$ cat src/rtl/i2s_sample_fifo.sv
`default_nettype none
// +----------------------------------------------------------------------------+
// | Module   : i2s_sample_fifo                                                 |
// | Purpose  : Stereo sample FIFO between the mixer path and the I2S           |
// |            transmitter. Pairs are pushed over a valid/ready handshake and  |
// |            one pair is popped onto held output registers on every rising   |
// |            edge of the (asynchronous) transmitter frame clock. An empty    |
// |            FIFO at pop time holds the last pair and flags an underrun.     |
// | Ports    : clk, reset        - system clock, async active-high reset       |
// |            in_left/in_right  - sample pair offered by the producer         |
// |            in_valid/in_ready - push handshake (ready = level != DEPTH)     |
// |            frame_clk         - transmitter frame clock (async input)       |
// |            sample_left/right - held pair presented to the transmitter      |
// |            level             - FIFO occupancy 0..DEPTH                     |
// |            underrun          - one-cycle pulse on a pop from empty         |
// |            underrun_count    - saturating underrun counter                 |
// | Revision : 1.0 - initial release                                           |
// +----------------------------------------------------------------------------+
module i2s_sample_fifo #(
  parameter int DEPTH = 8,
  parameter int WIDTH = 16
) (
  input  logic                     clk,
  input  logic                     reset,
  input  logic [WIDTH-1:0]         in_left,
  input  logic [WIDTH-1:0]         in_right,
  input  logic                     in_valid,
  output logic                     in_ready,
  input  logic                     frame_clk,
  output logic [WIDTH-1:0]         sample_left,
  output logic [WIDTH-1:0]         sample_right,
  output logic [$clog2(DEPTH):0]   level,
  output logic                     underrun,
  output logic [7:0]               underrun_count
);

  localparam int AW = $clog2(DEPTH);
  localparam logic [AW:0]   FULL_LEVEL = (AW+1)'(DEPTH);
  localparam logic [AW:0]   LVL_ONE    = (AW+1)'(1);
  localparam logic [AW-1:0] PTR_ONE    = AW'(1);

  logic [2*WIDTH-1:0] mem_q [DEPTH];

  logic [AW-1:0]    wr_ptr_q, wr_ptr_d;
  logic [AW-1:0]    rd_ptr_q, rd_ptr_d;
  logic [AW:0]      level_q, level_d;
  logic             s1_q, s2_q, s3_q;
  logic [WIDTH-1:0] left_q, left_d;
  logic [WIDTH-1:0] right_q, right_d;
  logic             underrun_q, underrun_d;
  logic [7:0]       ucnt_q, ucnt_d;

  logic push;
  logic pop_evt;
  logic do_pop;
  logic do_under;

  // Ready depends on occupancy only, so there is no in_valid -> in_ready path.
  assign in_ready = (level_q != FULL_LEVEL);
  assign push     = in_valid & in_ready;

  // s1/s2 resynchronise frame_clk; s3 is the delayed copy for edge detection.
  assign pop_evt  = s2_q & ~s3_q;
  assign do_pop   = pop_evt & (level_q != '0);
  assign do_under = pop_evt & (level_q == '0);

  always_comb begin
    wr_ptr_d   = wr_ptr_q;
    rd_ptr_d   = rd_ptr_q;
    level_d    = level_q;
    left_d     = left_q;
    right_d    = right_q;
    underrun_d = do_under;
    ucnt_d     = ucnt_q;

    if (push) begin
      wr_ptr_d = wr_ptr_q + PTR_ONE;
    end

    // A pair written this cycle is never visible to a pop decided this cycle:
    // the read only happens when the FIFO already held data before the edge.
    if (do_pop) begin
      rd_ptr_d = rd_ptr_q + PTR_ONE;
      left_d   = mem_q[rd_ptr_q][2*WIDTH-1:WIDTH];
      right_d  = mem_q[rd_ptr_q][WIDTH-1:0];
    end

    if (do_under && (ucnt_q != 8'hFF)) begin
      ucnt_d = ucnt_q + 8'd1;
    end

    // An underrun does not consume an entry, so push+underrun counts as push.
    case ({push, do_pop})
      2'b10:   level_d = level_q + LVL_ONE;
      2'b01:   level_d = level_q - LVL_ONE;
      default: level_d = level_q;
    endcase
  end

  always_ff @(posedge clk or posedge reset) begin
    if (reset) begin
      wr_ptr_q   <= '0;
      rd_ptr_q   <= '0;
      level_q    <= '0;
      s1_q       <= 1'b0;
      s2_q       <= 1'b0;
      s3_q       <= 1'b0;
      left_q     <= '0;
      right_q    <= '0;
      underrun_q <= 1'b0;
      ucnt_q     <= '0;
    end else begin
      wr_ptr_q   <= wr_ptr_d;
      rd_ptr_q   <= rd_ptr_d;
      level_q    <= level_d;
      s1_q       <= frame_clk;
      s2_q       <= s1_q;
      s3_q       <= s2_q;
      left_q     <= left_d;
      right_q    <= right_d;
      underrun_q <= underrun_d;
      ucnt_q     <= ucnt_d;
    end
  end

  // Storage carries no reset; stale entries are unreachable once the
  // pointers and level are cleared.
  always_ff @(posedge clk) begin
    if (push && !reset) begin
      mem_q[wr_ptr_q] <= {in_left, in_right};
    end
  end

  assign sample_left    = left_q;
  assign sample_right   = right_q;
  assign level          = level_q;
  assign underrun       = underrun_q;
  assign underrun_count = ucnt_q;

endmodule
`default_nettype wire

$ cat config.mk
export PLATFORM = sky130hd
export DESIGN_NAME = i2s_sample_fifo
export DESIGN_NICKNAME = d
export VERILOG_FILES = /design/src/rtl/i2s_sample_fifo.sv
export SDC_FILE = /design/constraint.sdc
export NUM_CORES = 1
export LEC_CHECK = 0
export ABC_CLOCK_PERIOD_IN_PS = 12360
export CELL_PAD_IN_SITES_DETAIL_PLACEMENT = 1
export CELL_PAD_IN_SITES_GLOBAL_PLACEMENT = 1
export CORE_UTILIZATION = 54
export CTS_CLUSTER_DIAMETER = 80
export CTS_CLUSTER_SIZE = 24
export DETAILED_ROUTE_END_ITERATION = 6
export PLACE_DENSITY_LB_ADDON = 0.1
export SKIP_CTS_REPAIR_TIMING = 1
export SYNTH_ARGS = -nofsm -noshare
export SYNTH_HDL_FRONTEND = slang
export SYNTH_SLANG_ARGS = --single-unit
$ cat constraint.sdc
create_clock -name clk -period 12.36 [get_ports clk]
set_input_delay 3.708 -clock clk [delete_from_list [all_inputs] [get_ports clk]]
set_output_delay 3.708 -clock clk [all_outputs]
set_load 0.005 [all_outputs]
* Yosys cells after proc, flatten, opt, wreduce, memory -nomap -nowiden
Memories as Yosys holds them, arrays and structs flattened. A register that Yosys moved wholly into a read port is not among the register bits.
Index checks and enable logic that the tools add are counted.
** Cells by class
- Add/subtract/negate cells :: 5
- Equality and inequality tests :: 4
- Multiplexer cells :: 3
- Bitwise logic cells :: 5
- Reductions and logical operators :: 6
** Operators by type and width (count)
- adder 8 x 1 -> 8 bit (second input constant) :: 1
- inequality test 8 bit (second input constant) :: 1
- one-hot mux 4 bit (2 select lines) :: 1
- adder 3 x 1 -> 3 bit (second input constant) :: 2
- adder 4 x 1 -> 4 bit (second input constant) :: 1
- AND 1 bit :: 4
- logical NOT 4 bit :: 1
- inequality test 4 bit (second input constant) :: 1
- nonzero test 4 bit :: 1
- subtractor 4 x 1 -> 4 bit (second input constant) :: 1
- == test 2 x 1 -> 1 bit (second input constant) :: 1
- == test 2 bit (second input constant) :: 1
- logical AND 1 bit :: 2
- two-way mux 1 bit :: 2
- nonzero test 2 bit :: 1
- logical NOT 1 bit :: 1
- inverter 1 bit :: 1
** Word-level totals
- Register bits after elaboration :: 22
- Memory bits (writable) :: 256
- Memories kept :: 1
** Memories
- mem_q :: depth 8, width 32, rd ports 1, clocked after Yosys merged registers in 1, write ports 1, RTL line 42 : logic [2*WIDTH-1:0] mem_q [DEPTH];

* Depth between registers and ports, before layout
Gate-level depths: netlist of the first run.
- Depth in word-level cells :: 5
- Gate-level depth with buffers :: 12
- Gate-level depth less buffers :: 10

* Worst setup path before layout of the first run
Ideal clock, no wire load.
- Path kind :: input -> register
- Start :: in reset
- End :: mem mem_q[6][0] in the netlist's numbering (enable)
- Data arrival time :: 7327 ps
- Data required time :: 11899 ps
- Slack :: 4572 ps
- Stages on the path :: 3
- Cells stage by stage :: inv_1 nand3_1 nor3_1
** On the way
- Word-level cells in the longest chain between the ends :: 4
** Ends and longest elaborated chain
- from (decl) :: RTL line 24 : input logic reset,
- logical NOT 1 bit :: RTL line 129 : if (push && !reset) begin
- logical AND 1 bit :: RTL line 129
- two-way mux 1 bit :: RTL line 129
- two-way mux 1 bit (implied by the code) :: RTL line 130 : mem_q[wr_ptr_q] <= {in_left, in_right};
- to (decl) :: RTL line 42
Every way passes these cells.

* Worst setup path in the final report of the first run
- Start :: reg level_q[1], in the netlist level[1]
- End :: out in_ready
** On the way
- Word-level cells in the longest chain between the ends :: 1
** Ends and longest elaborated chain
- from (decl) :: RTL line 46 : logic [AW:0] level_q, level_d;
- from (signal assigned) :: RTL line 115 : level_q <= level_d;
- inequality test 4 bit :: RTL line 59 : assign in_ready = (level_q != FULL_LEVEL);
- to (decl) :: RTL line 28 : output logic in_ready,
Every way passes these cells.

==> impl_metrics.env, run 1 <==
export IMPL_synthTopCellsByCount="edfxtp_1, mux2i_1, nand2_1"
export IMPL_grtUsageTotal_pct=23.4
export IMPL_synthesis_area_sq_um=12100
export IMPL_cap_viol_max_count=0
export IMPL_cts_buffers=17
export IMPL_nNetsFinal=835
export IMPL_pwr_density_cell_nw_per_um2=203
export IMPL_criticalPathCategory="flip-flop to output port"
export IMPL_slew_headroom_pct=23.8
export IMPL_fp_dieW_um=152
export IMPL_min_period_ns=5.90
export IMPL_syn_nets=764
export IMPL_wl_mm=25.9
export IMPL_regArea_sq_um=9040
export IMPL_grt_max_degree=61
export IMPL_rsz0062_at_grt="no"
export IMPL_hold_class="flip-flop to flip-flop"
export IMPL_hpwl_mm=14.5
export IMPL_finalCritPeriodShare_pct=47.7
export IMPL_tns_ns=0
export IMPL_multi_input_area_sq_um=2890
export IMPL_ir_drop_v=0.000111
export IMPL_clk_pin_slew_worst_paths_ns=0.09
export IMPL_netlist_top_cells_area="edfxtp_1, dfrtp_1, mux2i_1, a22oi_1, nand2_1"
export IMPL_outcome="complete, no violations"
export IMPL_crit_buf_inv=1
export IMPL_final_setup_worst_slack_ns=6.46
export IMPL_dr_pass1_iters=4
export IMPL_start_kind="flip-flop"
export IMPL_worstMarginPinSlew_ns=1.14
export IMPL_row_count=54
export IMPL_worst_clock_skew_ns=0.0169
export IMPL_num_io_pins=82
export IMPL_synth_most_common_cell="edfxtp_1"
export IMPL_cp_max_fo=10
export IMPL_drv_slew=0
export IMPL_area_delta_synth_final_pct=13.0
export IMPL_start_util_pct=55.3
export IMPL_avgViaCountPerCell=5.88
export IMPL_vias=6364
export IMPL_finalInstanceArea_sq_um=13700
export IMPL_port_buffer_count=81
export IMPL_drt_initial_drc_count=293
export IMPL_hold_violations=0
export IMPL_critPathCaptureType="output port"
export IMPL_cp_arrival_ns=2.19
export IMPL_drive_gt1_share_pct=7.97
export IMPL_cp_slowest_cell="or4b_1"
export IMPL_antenna_found_initial=0
export IMPL_p_total_mw=2.78
export IMPL_filler_cell_count=1930
export IMPL_ant_nets=0
export IMPL_synth_top_area_share_pct=63.5
export IMPL_cts_sinks=310
export IMPL_required_ns=8.65
export IMPL_ys_types=45
export IMPL_core_area_sq_um=21900
export IMPL_tritoncts="yes"
export IMPL_synth_seq_cells=310
export IMPL_seq_area_frac_synth_pct=74.6
export IMPL_cts_htree_levels=1
export IMPL_root_buffer="clkbuf_16"
export IMPL_syn_inst=722
export IMPL_clockBufferDepth=3
export IMPL_async_flop_share_pct=17.4
export IMPL_dieHeight_um=152
export IMPL_grt_pass1_vias=6876
export IMPL_p_leak_nw=4.81
export IMPL_ys_flop_type="edfxtp_1"
export IMPL_crit_family="simple AND/OR/NAND/NOR gates"
export IMPL_synth_enable_flop_cells=256
export IMPL_antennaDiodeCount=0
export IMPL_gr_total_overflow=0
export IMPL_fmax_ghz=0.170
export IMPL_yosysWarnings=0
export IMPL_avgRoutedWirePerCell_um=23.9
export IMPL_dieArea_sq_um=23000
export IMPL_synth_area_per_cell_sq_um=16.8
export IMPL_drc=0
export IMPL_insertion_delay_ns=0.50
export IMPL_cpPeakStageDelay_ns=0.66
export IMPL_grt_pass1_wl_mm=40.0
export IMPL_dpl_worst_slack_ns=6.30
export IMPL_finalWeightedCongestion=0.783
export IMPL_placed_area_sq_um=13200
export IMPL_setup_viol=0
export IMPL_yosysTopAreaCell="edfxtp_1"
export IMPL_crit_chain="or4b_1, clkdlybuf4s50_1"
## flip-flops by register name, summed over array words and instances (netlist names)
register and cells:
wr_ptr_q 3, underrun_count 8, s2_q 1, mem_q 256, sample_left 16, rd_ptr_q 3, underrun 1, s1_q 1
sample_right 16, level 4, s3_q 1
## per-layer routing
layer	part of all wire (%)	GRT usage, %	wire, um
met1	44	31.3	11400
met2	51	40.6	13200
met3	3.2	2.78	839
met4	1.9	6.34	493
met5	0	0	0
## path summary, 6_finish.rpt
kind / from / end / slack (ns) / cells past startpoint
worst max register to register: level[0]$_DFFE_PP0P_ / level[2]$_DFFE_PP0P_ / 8.99 / 10
worst min-delay path: s1_q$_DFF_PP0_ / s2_q$_DFF_PP0_ / 0.36 / 0
worst min register to register: s1_q$_DFF_PP0_ / s2_q$_DFF_PP0_ / 0.36 / 0
max in group asynchronous: reset / rd_ptr_q[1]$_DFFE_PP0P_ / 7.90 / 3
min in group asynchronous: reset / sample_right[0]$_DFFE_PP0P_ / 3.90 / 3
worst max-delay path: level[1]$_DFFE_PP0P_ / in_ready / 6.46 / 2
## stage by stage
step                      utilization, %  hold slack, ns  instances
final                               62.5           0.357       1083
after global routing                62.5           0.374       1083
after CTS                           62.5           0.359       1083
after detailed placement            60.2           0.343       1054
after global placement              60.2           0.335       1054
after floorplan                        -           0.331        722
## cells in the final DEF, fill, tap and decap left out, drive strengths merged
| cell type | n |
|---|---|
| buf | 10 |
| nand3 | 38 |
| nor3 | 2 |
| a31oi | 1 |
| a2111oi | 2 |
| xor2 | 6 |
| or4b | 1 |
| nor3b | 1 |
| and4 | 1 |
| a22oi | 64 |
| or4 | 1 |
| nor2 | 9 |
| mux2i | 128 |
| o22ai | 1 |
| nor4 | 2 |
| inv | 5 |
| mux2 | 5 |
| clkinv | 2 |
| and3 | 3 |
| clkdlybuf4s50 | 81 |
| clkbuf | 26 |
| a41oi | 1 |
| a32oi | 1 |
| xnor2 | 7 |
| edfxtp | 256 |
| ha | 6 |
| nand2b | 2 |
| nor2b | 4 |
| and2 | 1 |
| nand2 | 77 |
| nor4b | 1 |
| o21ai | 1 |
| a21oi | 2 |
| dfrtp | 54 |
| nand4 | 1 |
## cell type report
class	instances	area share [%]
Timing Repair Buffer	91	6.47
Tap cell	280	2.56
Multi-Input combinational cell	369	21.1
Inverter	4	0.128
Clock inverter	3	0.219
Sequential cell	310	66.1
Clock buffer	26	3.43
## cell families after synthesis
group / count (synthesis) / synth area share, %
DFF: 310 / 74.6
and+or+nand+nor: 144 / 5.91
muxes: 133 / 11.1
AOI/OAI and AO/OA: 73 / 4.79
buffers and inverters: 43 / 2.01
xor gates and xnor gates: 13 / 0.940
adders and majority gates: 6 / 0.620
## power by group
part / switching (mW) / leakage (nW) / internal [mW]
registers: 0.111 / 2.98 / 1.27
clock network: 0.324 / 0.241 / 0.270
logic: 0.435 / 1.59 / 0.367
total: 0.870 / 4.81 / 1.91
Note: power is estimated with default switching activity, not from simulation.
==> inputs of run 2 (changes only) <==
Settings changed: ABC_CLOCK_PERIOD_IN_PS 12360 to 5800, CORE_UTILIZATION 54 to 50.
Clock period 12.36 ns to 5.8 ns, I/O delays scaled along.
==> impl_metrics.env, run 2 (synthesis gave the netlist of run 1 again) <==
export IMPL_p_leak_nw=4.80
export IMPL_criticalPathCategory="flip-flop to output port"
export IMPL_cp_max_fo=10
export IMPL_clockBufferDepth=3
export IMPL_critPathCaptureType="output port"
export IMPL_avgRoutedWirePerCell_um=22.8
export IMPL_drv_slew=0
export IMPL_hpwl_mm=14.3
export IMPL_reg2reg_from="level[1]$_DFFE_PP0P_"
export IMPL_num_io_pins=82
export IMPL_root_buffer="clkbuf_16"
export IMPL_grt_pass1_vias=6776
export IMPL_tritoncts="yes"
export IMPL_start_kind="flip-flop"
export IMPL_drc=0
export IMPL_placed_area_sq_um=13200
export IMPL_core_area_sq_um=23600
export IMPL_dpl_worst_slack_ns=1.71
export IMPL_dr_pass1_iters=5
export IMPL_worst_r2r_cell_count=10
export IMPL_grt_pass1_wl_mm=39.2
export IMPL_finalWeightedCongestion=0.747
export IMPL_timing_hold_ws_ns=0.361
export IMPL_slew_headroom_pct=26.0
export IMPL_largest_register_ff_count=256
export IMPL_rsz0062_at_grt="no"
export IMPL_worstMarginPinSlew_ns=1.11
export IMPL_filler_cell_count=2169
export IMPL_layout_commonest_cell="edfxtp_1"
export IMPL_row_count=56
export IMPL_regMostFlops="mem_q"
export IMPL_cap_viol_max_count=0
export IMPL_cts_sinks=310
export IMPL_finalInstanceArea_sq_um=13700
export IMPL_multi_input_area_sq_um=2890
export IMPL_drive_gt1_share_pct=7.63
export IMPL_hold_depth=0
export IMPL_antenna_found_initial=0
export IMPL_insertion_delay_ns=0.50
export IMPL_finalCritPeriodShare_pct=67.7
export IMPL_cts_htree_levels=1
export IMPL_clk_pin_slew_worst_paths_ns=0.09
export IMPL_worst_clock_skew_ns=0.0257
export IMPL_final_setup_worst_slack_ns=1.87
export IMPL_regArea_sq_um=9040
export IMPL_r2r_end="level[2]$_DFFE_PP0P_"
export IMPL_fp_dieW_um=158
export IMPL_hold_violations=0
export IMPL_ir_drop_v=0.000324
export IMPL_layout_common_cells="edfxtp_1, mux2i_1, clkdlybuf4s50_1, nand2_1, a22oi_1"
export IMPL_vias=6397
export IMPL_cp_arrival_ns=2.19
export IMPL_cts_buffers=17
export IMPL_tns_ns=0
export IMPL_antennaDiodeCount=0
export IMPL_port_buffer_count=81
export IMPL_crit_path_start="level[1]$_DFFE_PP0P_"
export IMPL_drt_initial_drc_count=404
export IMPL_wl_mm=25.6
export IMPL_reg2reg_slack_ns=2.51
export IMPL_crit_path_end="in_ready"
export IMPL_gr_total_overflow=0
export IMPL_dieHeight_um=158
export IMPL_dieArea_sq_um=24800
export IMPL_required_ns=4.06
export IMPL_fmax_ghz=0.255
export IMPL_min_period_ns=3.93
export IMPL_pwr_density_cell_nw_per_um2=433
export IMPL_start_util_pct=51.3
export IMPL_avgViaCountPerCell=5.72
export IMPL_grt_max_degree=131
export IMPL_setup_viol=0
export IMPL_area_delta_synth_final_pct=13.4
export IMPL_outcome="complete, no violations"
export IMPL_hold_class="flip-flop to flip-flop"
export IMPL_grtUsageTotal_pct=21.3
export IMPL_ant_nets=0
export IMPL_nNetsFinal=832
run 2: cell types whose count changed in the layout (fill, tap and decap cells not counted):
cell and change:
clkinvlp_4 +1, buf_4 -4, nor3_2 -1, buf_12 +1, nor3_4 +1, clkinv_4 -1
run 2: worst min path at each step:
| stage | startpoint | to | slack [ns] |
|---|---|---|---|
| 3_5_place_dp | s1_q$_DFF_PP0_ | s2_q$_DFF_PP0_ | 0.35 |
| 3_3_place_gp | s1_q$_DFF_PP0_ | s2_q$_DFF_PP0_ | 0.34 |
| 2_1_floorplan | s1_q$_DFF_PP0_ | s2_q$_DFF_PP0_ | 0.33 |
| 6_report | s1_q$_DFF_PP0_ | s2_q$_DFF_PP0_ | 0.36 |
| 4_1_cts | s1_q$_DFF_PP0_ | s2_q$_DFF_PP0_ | 0.37 |
| 5_1_grt | s1_q$_DFF_PP0_ | s2_q$_DFF_PP0_ | 0.38 |
run 2: where the power goes:
| group | internal, mW | leakage (nW) | total, mW | switching [mW] |
|---|---|---|---|---|
| logic | 0.793 | 1.59 | 1.77 | 0.982 |
| clock network | 0.574 | 0.237 | 1.27 | 0.692 |
| registers | 2.71 | 2.98 | 2.90 | 0.185 |
run 2: layer usage:
metal,track usage [%],share of wire (%),up-vias
met4,5.96,1.5,0
li1,-,-,2892
met3,2.35,3.3,24
met5,0,0,-
met1,28.5,44,3353
met2,36.9,51,128
run 2: stage by stage:
stage	std cells	power, mW	util [%]
after floorplan	722	4.04	-
after global placement	1090	4.64	56.0
after detailed placement	1090	4.73	56.0
after CTS	1119	6.00	58.1
after global routing	1119	6.21	58.1
final	1119	5.94	58.1
run 2: worst max-delay path, stage by stage (launching register included):
cell and delay (ns):
dfrtp_1 0.51, or4b_1 0.67, clkdlybuf4s50_1 0.49
run 2: final cells by class:
type                       count  area share [%]
timing repair buffer          88            6.38
clock buffer                  26            3.42
inverter                       4           0.128
tap                          319            2.91
clock inverter                 3           0.210
multi-input combinational    369            21.1
sequential                   310            65.9
